--- config.mk ---
export PLATFORM = sky130hd
export DESIGN_NAME = uart_tx_arbiter
export DESIGN_NICKNAME = d
export VERILOG_FILES = /design/src/rtl/uart_tx_arbiter_pkg.sv /design/src/rtl/uart_tx_arb_picker.sv /design/src/rtl/uart_tx_arbiter.sv
export SDC_FILE = /design/constraint.sdc
export NUM_CORES = 1
export LEC_CHECK = 0
export ABC_AREA = 1
export BUFFER_PORTS_ARGS = -buffer_cell sky130_fd_sc_hd__buf_2
export CAP_MARGIN = 5
export CELL_PAD_IN_SITES_DETAIL_PLACEMENT = 1
export CELL_PAD_IN_SITES_GLOBAL_PLACEMENT = 1
export CORE_ASPECT_RATIO = 1.4
export CORE_MARGIN = 3
export CORE_UTILIZATION = 39
export DETAILED_ROUTE_END_ITERATION = 12
export PLACE_DENSITY_LB_ADDON = 0.1
export SYNTH_ARGS = -nofsm -noshare
export SYNTH_HDL_FRONTEND = slang
export SYNTH_SLANG_ARGS = --single-unit
export TNS_END_PERCENT = 30
--- constraint.sdc ---
create_clock -name clk -period 2.5 [get_ports clk]
set_clock_uncertainty 0.1 [all_clocks]
set_input_delay 0.5 -clock clk [delete_from_list [all_inputs] [get_ports clk]]
set_output_delay 0.5 -clock clk [all_outputs]
set_load 0.05 [all_outputs]
--- src/rtl/uart_tx_arbiter_pkg.sv ---
// uart_tx_arbiter_pkg: shared state type and constants for the UART transmit arbiter.
package uart_tx_arbiter_pkg;
   typedef enum logic [1:0] {IDLE, ISSUE, WAIT_START, WAIT_DONE} uart_tx_arb_state_t;
   localparam int UART_TX_ARB_MAX_REQ       = 8;
   localparam int UART_TX_ARB_START_TIMEOUT = 4096;
endpackage

--- src/rtl/uart_tx_arb_picker.sv ---
// uart_tx_arb_picker: combinational winner selection, round-robin from ptr by default,
// lowest-index fixed priority when UART_TX_ARBITER_FIXED_PRIORITY_EN is defined.
module uart_tx_arb_picker #(
   parameter int N_REQ = 2
)(
   input  logic [N_REQ-1:0]         req_valid,
   input  logic [$clog2(N_REQ)-1:0] ptr,
   output logic [$clog2(N_REQ)-1:0] winner,
   output logic                     any_valid
);
   localparam int IW = $clog2(N_REQ);
   localparam int SW = IW + 1;

   assign any_valid = |req_valid;

`ifdef UART_TX_ARBITER_FIXED_PRIORITY_EN
   always_comb begin
      winner = '0;
      for (int i = N_REQ - 1; i >= 0; i--)
         if (req_valid[i]) winner = IW'(i);
   end
`else
   logic [SW-1:0] sum;
   logic [IW-1:0] idx;

   // Offsets are walked downward so the candidate nearest the pointer is written last.
   always_comb begin
      winner = '0;
      sum    = '0;
      idx    = '0;
      for (int i = N_REQ - 1; i >= 0; i--) begin
         sum = {1'b0, ptr} + SW'(i);
         idx = (sum >= SW'(N_REQ)) ? IW'(sum - SW'(N_REQ)) : IW'(sum);
         if (req_valid[idx]) winner = idx;
      end
   end
`endif
endmodule

--- src/rtl/uart_tx_arbiter.sv ---
// uart_tx_arbiter: shares one UART transmitter among N_REQ byte producers, one byte per grant.
// Define UART_TX_ARBITER_FIXED_PRIORITY_EN for lowest-index priority instead of round-robin.
module uart_tx_arbiter
   import uart_tx_arbiter_pkg::*;
#(
   parameter int N_REQ         = 2,
   parameter int START_TIMEOUT = UART_TX_ARB_START_TIMEOUT
)(
   input  logic                     clk,
   input  logic                     rst_n,
   input  logic                     en,
   input  logic [N_REQ-1:0]         req_valid,
   input  logic [N_REQ-1:0][7:0]    req_data,
   output logic [N_REQ-1:0]         req_ready,
   output logic [7:0]               tx_data,
   output logic                     tx_data_valid,
   input  logic                     tx_busy,
   output logic [$clog2(N_REQ)-1:0] grant_id,
   output logic                     active,
   output logic                     timeout_err
);
   localparam int IW = $clog2(N_REQ);
   localparam int CW = $clog2(START_TIMEOUT);
   localparam logic [CW-1:0] CNT_LAST = CW'(START_TIMEOUT - 1);

   if (N_REQ < 2 || N_REQ > UART_TX_ARB_MAX_REQ) begin : g_bad_n_req
      $error("uart_tx_arbiter: N_REQ out of range");
   end

   uart_tx_arb_state_t state_q, state_d;
   logic [IW-1:0] ptr_q, ptr_d, id_q, id_d, winner, id_next;
   logic [CW-1:0] cnt_q, cnt_d;
   logic [7:0]    data_q, data_d;
   logic          any_valid;

   uart_tx_arb_picker #(.N_REQ(N_REQ)) u_picker (
      .req_valid (req_valid),
      .ptr       (ptr_q),
      .winner    (winner),
      .any_valid (any_valid)
   );

   assign id_next       = (id_q == IW'(N_REQ - 1)) ? '0 : id_q + IW'(1);
   assign tx_data       = data_q;
   assign grant_id      = id_q;
   assign active        = state_q != IDLE;

   always_comb begin
      state_d       = state_q;
      ptr_d         = ptr_q;
      cnt_d         = cnt_q;
      data_d        = data_q;
      id_d          = id_q;
      req_ready     = '0;
      tx_data_valid = 1'b0;
      timeout_err   = 1'b0;
      case (state_q)
         // rst_n gates the grant so req_ready stays low while reset is held.
         IDLE: if (rst_n && en && any_valid && !tx_busy) begin
            req_ready[winner] = 1'b1;
            data_d            = req_data[winner];
            id_d              = winner;
            state_d           = ISSUE;
         end
         ISSUE: begin
            tx_data_valid = 1'b1;
            cnt_d         = '0;
            state_d       = WAIT_START;
         end
         WAIT_START: if (tx_busy) begin
            state_d = WAIT_DONE;
         end else if (cnt_q == CNT_LAST) begin
            timeout_err = 1'b1;
            ptr_d       = id_next;
            state_d     = IDLE;
         end else begin
            cnt_d = cnt_q + CW'(1);
         end
         WAIT_DONE: if (!tx_busy) begin
            ptr_d   = id_next;
            state_d = IDLE;
         end
         default: state_d = IDLE;
      endcase
   end

   always_ff @(posedge clk or negedge rst_n) begin
      if (!rst_n) begin
         state_q <= IDLE;
         ptr_q   <= '0;
         cnt_q   <= '0;
         data_q  <= '0;
         id_q    <= '0;
      end else begin
         state_q <= state_d;
         ptr_q   <= ptr_d;
         cnt_q   <= cnt_d;
         data_q  <= data_d;
         id_q    <= id_d;
      end
   end
endmodule

==> impl_metrics.env, run 1 <==
export IMPL_holdBufCountCts=0
export IMPL_ys_seq_area_share_pct=45.6
export IMPL_switching_power_mw=0.358
export IMPL_grt_setup_unrepaired="no"
export IMPL_grt_pass1_vias=1375
export IMPL_combPwrFrac_pct=25.4
export IMPL_cts_buffers=3
export IMPL_max_vdd_ir_drop_mv=0.403
export IMPL_grt_max_degree=25
export IMPL_power_mw=1.06
export IMPL_post_route_cells_drive_above_1_share_pct=25.2
export IMPL_htree_num_levels=1
export IMPL_worstSkewPairLatency_ns=0.27
export IMPL_drt_total_wl_um=3490
export IMPL_ys_warn_count=0
export IMPL_antenna_left=0
export IMPL_clock_path_buffers=2
export IMPL_clk_pin_slew_ns=0.09
export IMPL_dieWidth_um=55.1
export IMPL_initial_core_util_pct=41.4
export IMPL_dp_hpwl_um=2820
export IMPL_ys_seq_elements=24
export IMPL_worst_ep_arrival_time_ns=1.64
export IMPL_syn_nets=196
export IMPL_vias=1269
export IMPL_grt_pass1_wl_um=5910
export IMPL_fp_row_count=24
export IMPL_cp_max_fo=4
export IMPL_synth_simple_area_share_pct=35.9
export IMPL_postCtsSetupBuffers=0
export IMPL_fin_tns_setup_ns=0
export IMPL_io_pins=36
export IMPL_met3_usage_pct=1.78
export IMPL_synth_compound_area_share_pct=6.37
export IMPL_vias_per_cell=5.02
export IMPL_io_buffers=35
export IMPL_setup_viol_count_final=0
export IMPL_final_common_cell="nand2_1"
export IMPL_fin_crit_ns=2.24
export IMPL_cts_tree="yes"
export IMPL_worst_pin_slew_ns=0.352
export IMPL_synth_cell_types=24
export IMPL_p_leak_nw=0.835
export IMPL_cts_resized=0
export IMPL_cellInternalPower_mw=0.705
export IMPL_antenna_cells=0
export IMPL_endpoint_kind="primary output"
export IMPL_worstSetupPathType="flip-flop to primary output"
export IMPL_powerDensity_nw_per_um2=652
export IMPL_p_seq_share_pct=42.4
export IMPL_synth_fa_ha_area_share_pct=0.951
export IMPL_drcViolationCount=0
export IMPL_max_cap_violations=0
export IMPL_gp_congestion=0.829
export IMPL_period_share_pct=89.6
export IMPL_first_pass_iters=4
export IMPL_hold_class="input pin to asynchronous set/reset pin"
export IMPL_synth_mux_area_share_pct=0
export IMPL_netlist_area_sq_um=1320
export IMPL_synth_async_reset_ratio_pct=100
export IMPL_finalNetCount=238
export IMPL_synth_xor_area_share_pct=3.33
export IMPL_antenna_found_initial=0
export IMPL_synthCells=173
export IMPL_area_growth_pct=23.9
export IMPL_grt_use_total_pct=19.1
export IMPL_status="completed"
export IMPL_final_cell_mix="nand2_1, buf_2, nand3_1"
export IMPL_wire_per_inst_um=13.8
export IMPL_gr_usage_met1_pct=21.3
export IMPL_grt_use_met2_pct=36.8
export IMPL_die_y_um=74.7
export IMPL_cts_root_buf="clkbuf_8"
export IMPL_cp_required_ns=1.90
export IMPL_drt_initial_drc_count=16
export IMPL_core_area_sq_um=3180
export IMPL_clock_sinks=24
export IMPL_hold_viol_final=0
export IMPL_p_sw_share_pct=33.7
export IMPL_synth_main_ff_cell="dfrtp_1"
export IMPL_drv_slew=0
export IMPL_grt_overflow=0
export IMPL_start_kind="flip-flop"
export IMPL_top_usage_layer="met2"
export IMPL_die_area_sq_um=4120
export IMPL_fmax_ghz=0.447
export IMPL_slew_limit_headroom_pct=76.4
export IMPL_syn_area_per_cell_sq_um=7.61
export IMPL_synth_edf_count=0
export IMPL_synth_top_family_by_area="simple AND/OR/NAND/NOR gates"
export IMPL_power_frac_clock_pct=32.2
power groups by stage:
stage / clock network (mW) / registers, mW / logic (mW)
final: 0.343 / 0.450 / 0.270
after global routing: 0.367 / 0.457 / 0.290
after CTS: 0.353 / 0.451 / 0.275
after detailed placement: 0 / 0.457 / 0.276
after global placement: 0 / 0.456 / 0.267
after floorplan: 0 / 0.576 / 0.0644
critical path: stages, from the launching register on:
cell     delay (ns)
dfrtp_1        0.41
ha_1           0.21
nand2_2        0.09
nor2_4         0.15
nand3_4        0.11
nor3_2         0.11
buf_2          0.28
metrics by stage:
| step | utilization (%) | hold WS (ns) | area [sq um] | cells | worst slack [ns] |
|---|---|---|---|---|---|
| after floorplan | - | 0.104 | 1320 | 173 | 0.405 |
| after global placement | 49.0 | 0.376 | 1560 | 249 | 0.344 |
| after detailed placement | 49.0 | 0.385 | 1560 | 249 | 0.309 |
| after CTS | 51.2 | 0.145 | 1630 | 253 | 0.224 |
| after global routing | 51.2 | 0.159 | 1630 | 253 | 0.117 |
| final | 51.2 | 0.138 | 1630 | 253 | 0.260 |
final cells by class:
class,count,area [sq um]
Inverter,23,86.3
Fill cell,438,1550
Tap cell,39,48.8
Clock inverter,1,30.0
Clock buffer,3,41.3
Timing Repair Buffer,39,205
Multi-Input combinational cell,124,618
Sequential cell,24,601
cells in the mapped netlist (3+ instances only):
library cell	count	area share (%)
nand2_1	51	15
nand3_1	26	9.9
dfrtp_1	24	46
inv_1	20	5.7
nor2_1	14	4.0
o21ai_0	5	1.9
a21oi_1	4	1.5
o21ai_1	4	1.5
nor2_4	3	2.6
xor2_1	3	2.0
sequential cells by signal, indices dropped and copies added (netlist names):
name      count
cnt_q        12
tx_data       8
state_q       2
grant_id      1
ptr_q         1
metal layers:
layer	vias up	part of all wire [%]
met1	613	41
met4	0	0.49
met2	25	55
met5	-	0
met3	2	3.0
li1	629	-
final timing paths:
kind	slack, ns	cells after the start	startpoint	end
max	0.26	6	cnt_q[1]	timeout_err
min	0.14	2	rst_n	cnt_q[11]
max reg2reg	0.79	8	cnt_q[1]	cnt_q[8]
min reg2reg	0.40	2	tx_data[3]	tx_data[3]
max in group asynchronous	1.92	2	rst_n	tx_data[6]
min in group clk	0.33	3	req_data[11]	tx_data[3]
cells by family (layout without fill, tap and decap cells):
| kind of cell | after synthesis | count (layout) |
|---|---|---|
| simple gates | 102 | 102 |
| buf+inv | 25 | 66 |
| flops | 24 | 24 |
| compound gates | 16 | 16 |
| xor+xnor | 5 | 5 |
| fa+ha+maj | 1 | 1 |
Power figures use the tool's default switching activity.
==> run 2, diff against run 1 <==
Settings changed: CELL_PAD_IN_SITES_GLOBAL_PLACEMENT 1 to 2, CORE_UTILIZATION 39 to 30.
Clock period 2.5 ns to 2.66 ns, I/O delays scaled along.
==> run 2 against run 1 <==
Net effect:
- clock power fell by 24%
- total power fell by 12%
- sequential power fell by 6.0%
- sequential share of layout area rose by 0.11 points
- flip-flop and latch count did not move
- first-iteration DRC count rose by 120%
- core utilization fell by 11 points
- cell count rose by 7.1%
- design area fell by 0.31%
- register-to-register slack improved by 0.17 ns
- combinational power fell by 8.1%
- critical endpoint unchanged
- highest routed layer unchanged
==> impl_metrics.env, run 2 (synthesized netlist as in run 1, its figures left out) <==
export IMPL_status="completed"
export IMPL_io_buffers=35
export IMPL_finalNetCount=237
export IMPL_largest_reg_flops=12
export IMPL_placed_cells=267
export IMPL_place_worst_setup_slack_ns=0.392
export IMPL_gp_congestion=0.773
export IMPL_cp_top_family="simple AND/OR/NAND/NOR gates"
export IMPL_die_y_um=84.4
export IMPL_power_mw=0.932
export IMPL_drcViolationCount=0
export IMPL_hold_class="input pin to asynchronous set/reset pin"
export IMPL_clock_sinks=24
export IMPL_grt_pass1_vias=1383
export IMPL_drt_initial_drc_count=35
export IMPL_period_share_pct=87.9
export IMPL_fp_row_count=27
export IMPL_endpoint_kind="primary output"
export IMPL_first_pass_iters=4
export IMPL_grt_overflow=0
export IMPL_worstPathCellList="ha_1, nand2_2, nor2_4, nand3_4, nor3_1, buf_2"
export IMPL_cts_root_buf="clkbuf_8"
export IMPL_fin_crit_ns=2.34
export IMPL_crit_slowest_cell="dfrtp_1"
export IMPL_holdBufCountCts=0
export IMPL_cp_required_ns=2.03
export IMPL_regMostFlops="cnt_q"
export IMPL_die_area_sq_um=5230
export IMPL_worstSkewPairLatency_ns=0.28
export IMPL_dieWidth_um=62.0
export IMPL_fin_tns_setup_ns=0
export IMPL_max_vdd_ir_drop_mv=0.273
export IMPL_grt_pass1_wl_um=6090
export IMPL_vias=1262
export IMPL_finalNonFillerCells=271
export IMPL_max_stage_delay_ns=0.40
export IMPL_post_route_cells_drive_above_1_share_pct=24.4
export IMPL_grt_use_total_pct=15.1
export IMPL_antenna_left=0
export IMPL_slew_limit_headroom_pct=78.5
export IMPL_drt_total_wl_um=3410
export IMPL_timing_final_ws_setup_ns=0.323
export IMPL_cts_resized=0
export IMPL_htree_num_levels=1
export IMPL_cp_max_fo=4
export IMPL_worst_pin_slew_ns=0.321
export IMPL_final_common_cell="nand2_1"
export IMPL_max_cap_violations=0
export IMPL_n_fill_cell=537
export IMPL_io_pins=36
export IMPL_fmax_ghz=0.428
export IMPL_cts_tree="yes"
export IMPL_start_kind="flip-flop"
export IMPL_grt_max_degree=25
export IMPL_grt_setup_unrepaired="no"
export IMPL_clk_pin_slew_ns=0.09
export IMPL_antenna_cells=0
export IMPL_hold_viol_final=0
export IMPL_initial_core_util_pct=32.2
export IMPL_dp_hpwl_um=2720
export IMPL_vias_per_cell=4.66
export IMPL_critical_path_buf_inv_count=1
export IMPL_worst_ep_arrival_time_ns=1.70
export IMPL_powerDensity_nw_per_um2=573
export IMPL_cts_buffers=3
export IMPL_clock_path_buffers=2
export IMPL_core_area_sq_um=4090
export IMPL_worstSetupPathType="flip-flop to primary output"
export IMPL_antenna_found_initial=0
export IMPL_fin_util_pct=39.8
export IMPL_final_cell_mix="nand2_1, buf_2, nand3_1"
export IMPL_drv_slew=0
export IMPL_area_growth_pct=23.5
export IMPL_setup_viol_count_final=0
export IMPL_wire_per_inst_um=12.6
export IMPL_p_leak_nw=0.823
export IMPL_postCtsSetupBuffers=0
-- run 2: routing by layer --
| layer | GRT usage (%) | up-vias | wire length (um) |
|---|---|---|---|
| met5 | 0 | - | 0 |
| met4 | 5.21 | 0 | 55 |
| met3 | 2.92 | 5 | 159 |
| met2 | 25.6 | 27 | 1810 |
| met1 | 18.4 | 600 | 1390 |
| li1 | - | 630 | - |
-- run 2: cell type report --
type / count / area (sq um) / share of cell area [%]
clock buffers: 4 / 55.1 / 3.39
flip-flops and latches: 24 / 601 / 37.0
inverters: 23 / 86.3 / 5.31
well taps: 58 / 72.6 / 4.46
repair buffers: 38 / 198 / 12.2
multi-input cells: 124 / 613 / 37.7
-- run 2: metrics by stage --
step	instance area (sq um)	hold WS (ns)
floorplan	1320	0.136
global placement	1570	0.375
detailed placement	1570	0.389
CTS	1630	0.216
global route	1630	0.222
finish	1630	0.191
-- run 2: worst paths after layout --
check	endpoint	from	cells past startpoint	slack, ns
max in group asynchronous	cnt_q[9]	rst_n	2	2.02
max reg2reg	cnt_q[9]	cnt_q[1]	8	0.96
min	tx_data[5]	rst_n	2	0.19
min reg2reg	tx_data[6]	tx_data[6]	2	0.41
max	timeout_err	cnt_q[1]	6	0.32
min in group clk	tx_data[0]	req_data[8]	3	0.35
-- run 2: where the power goes --
group / total [mW] / switching (mW) / internal [mW]
sequential: 0.423 / 0.0215 / 0.401
combinational: 0.248 / 0.188 / 0.0599
clock: 0.261 / 0.128 / 0.133
total: 0.932 / 0.338 / 0.594
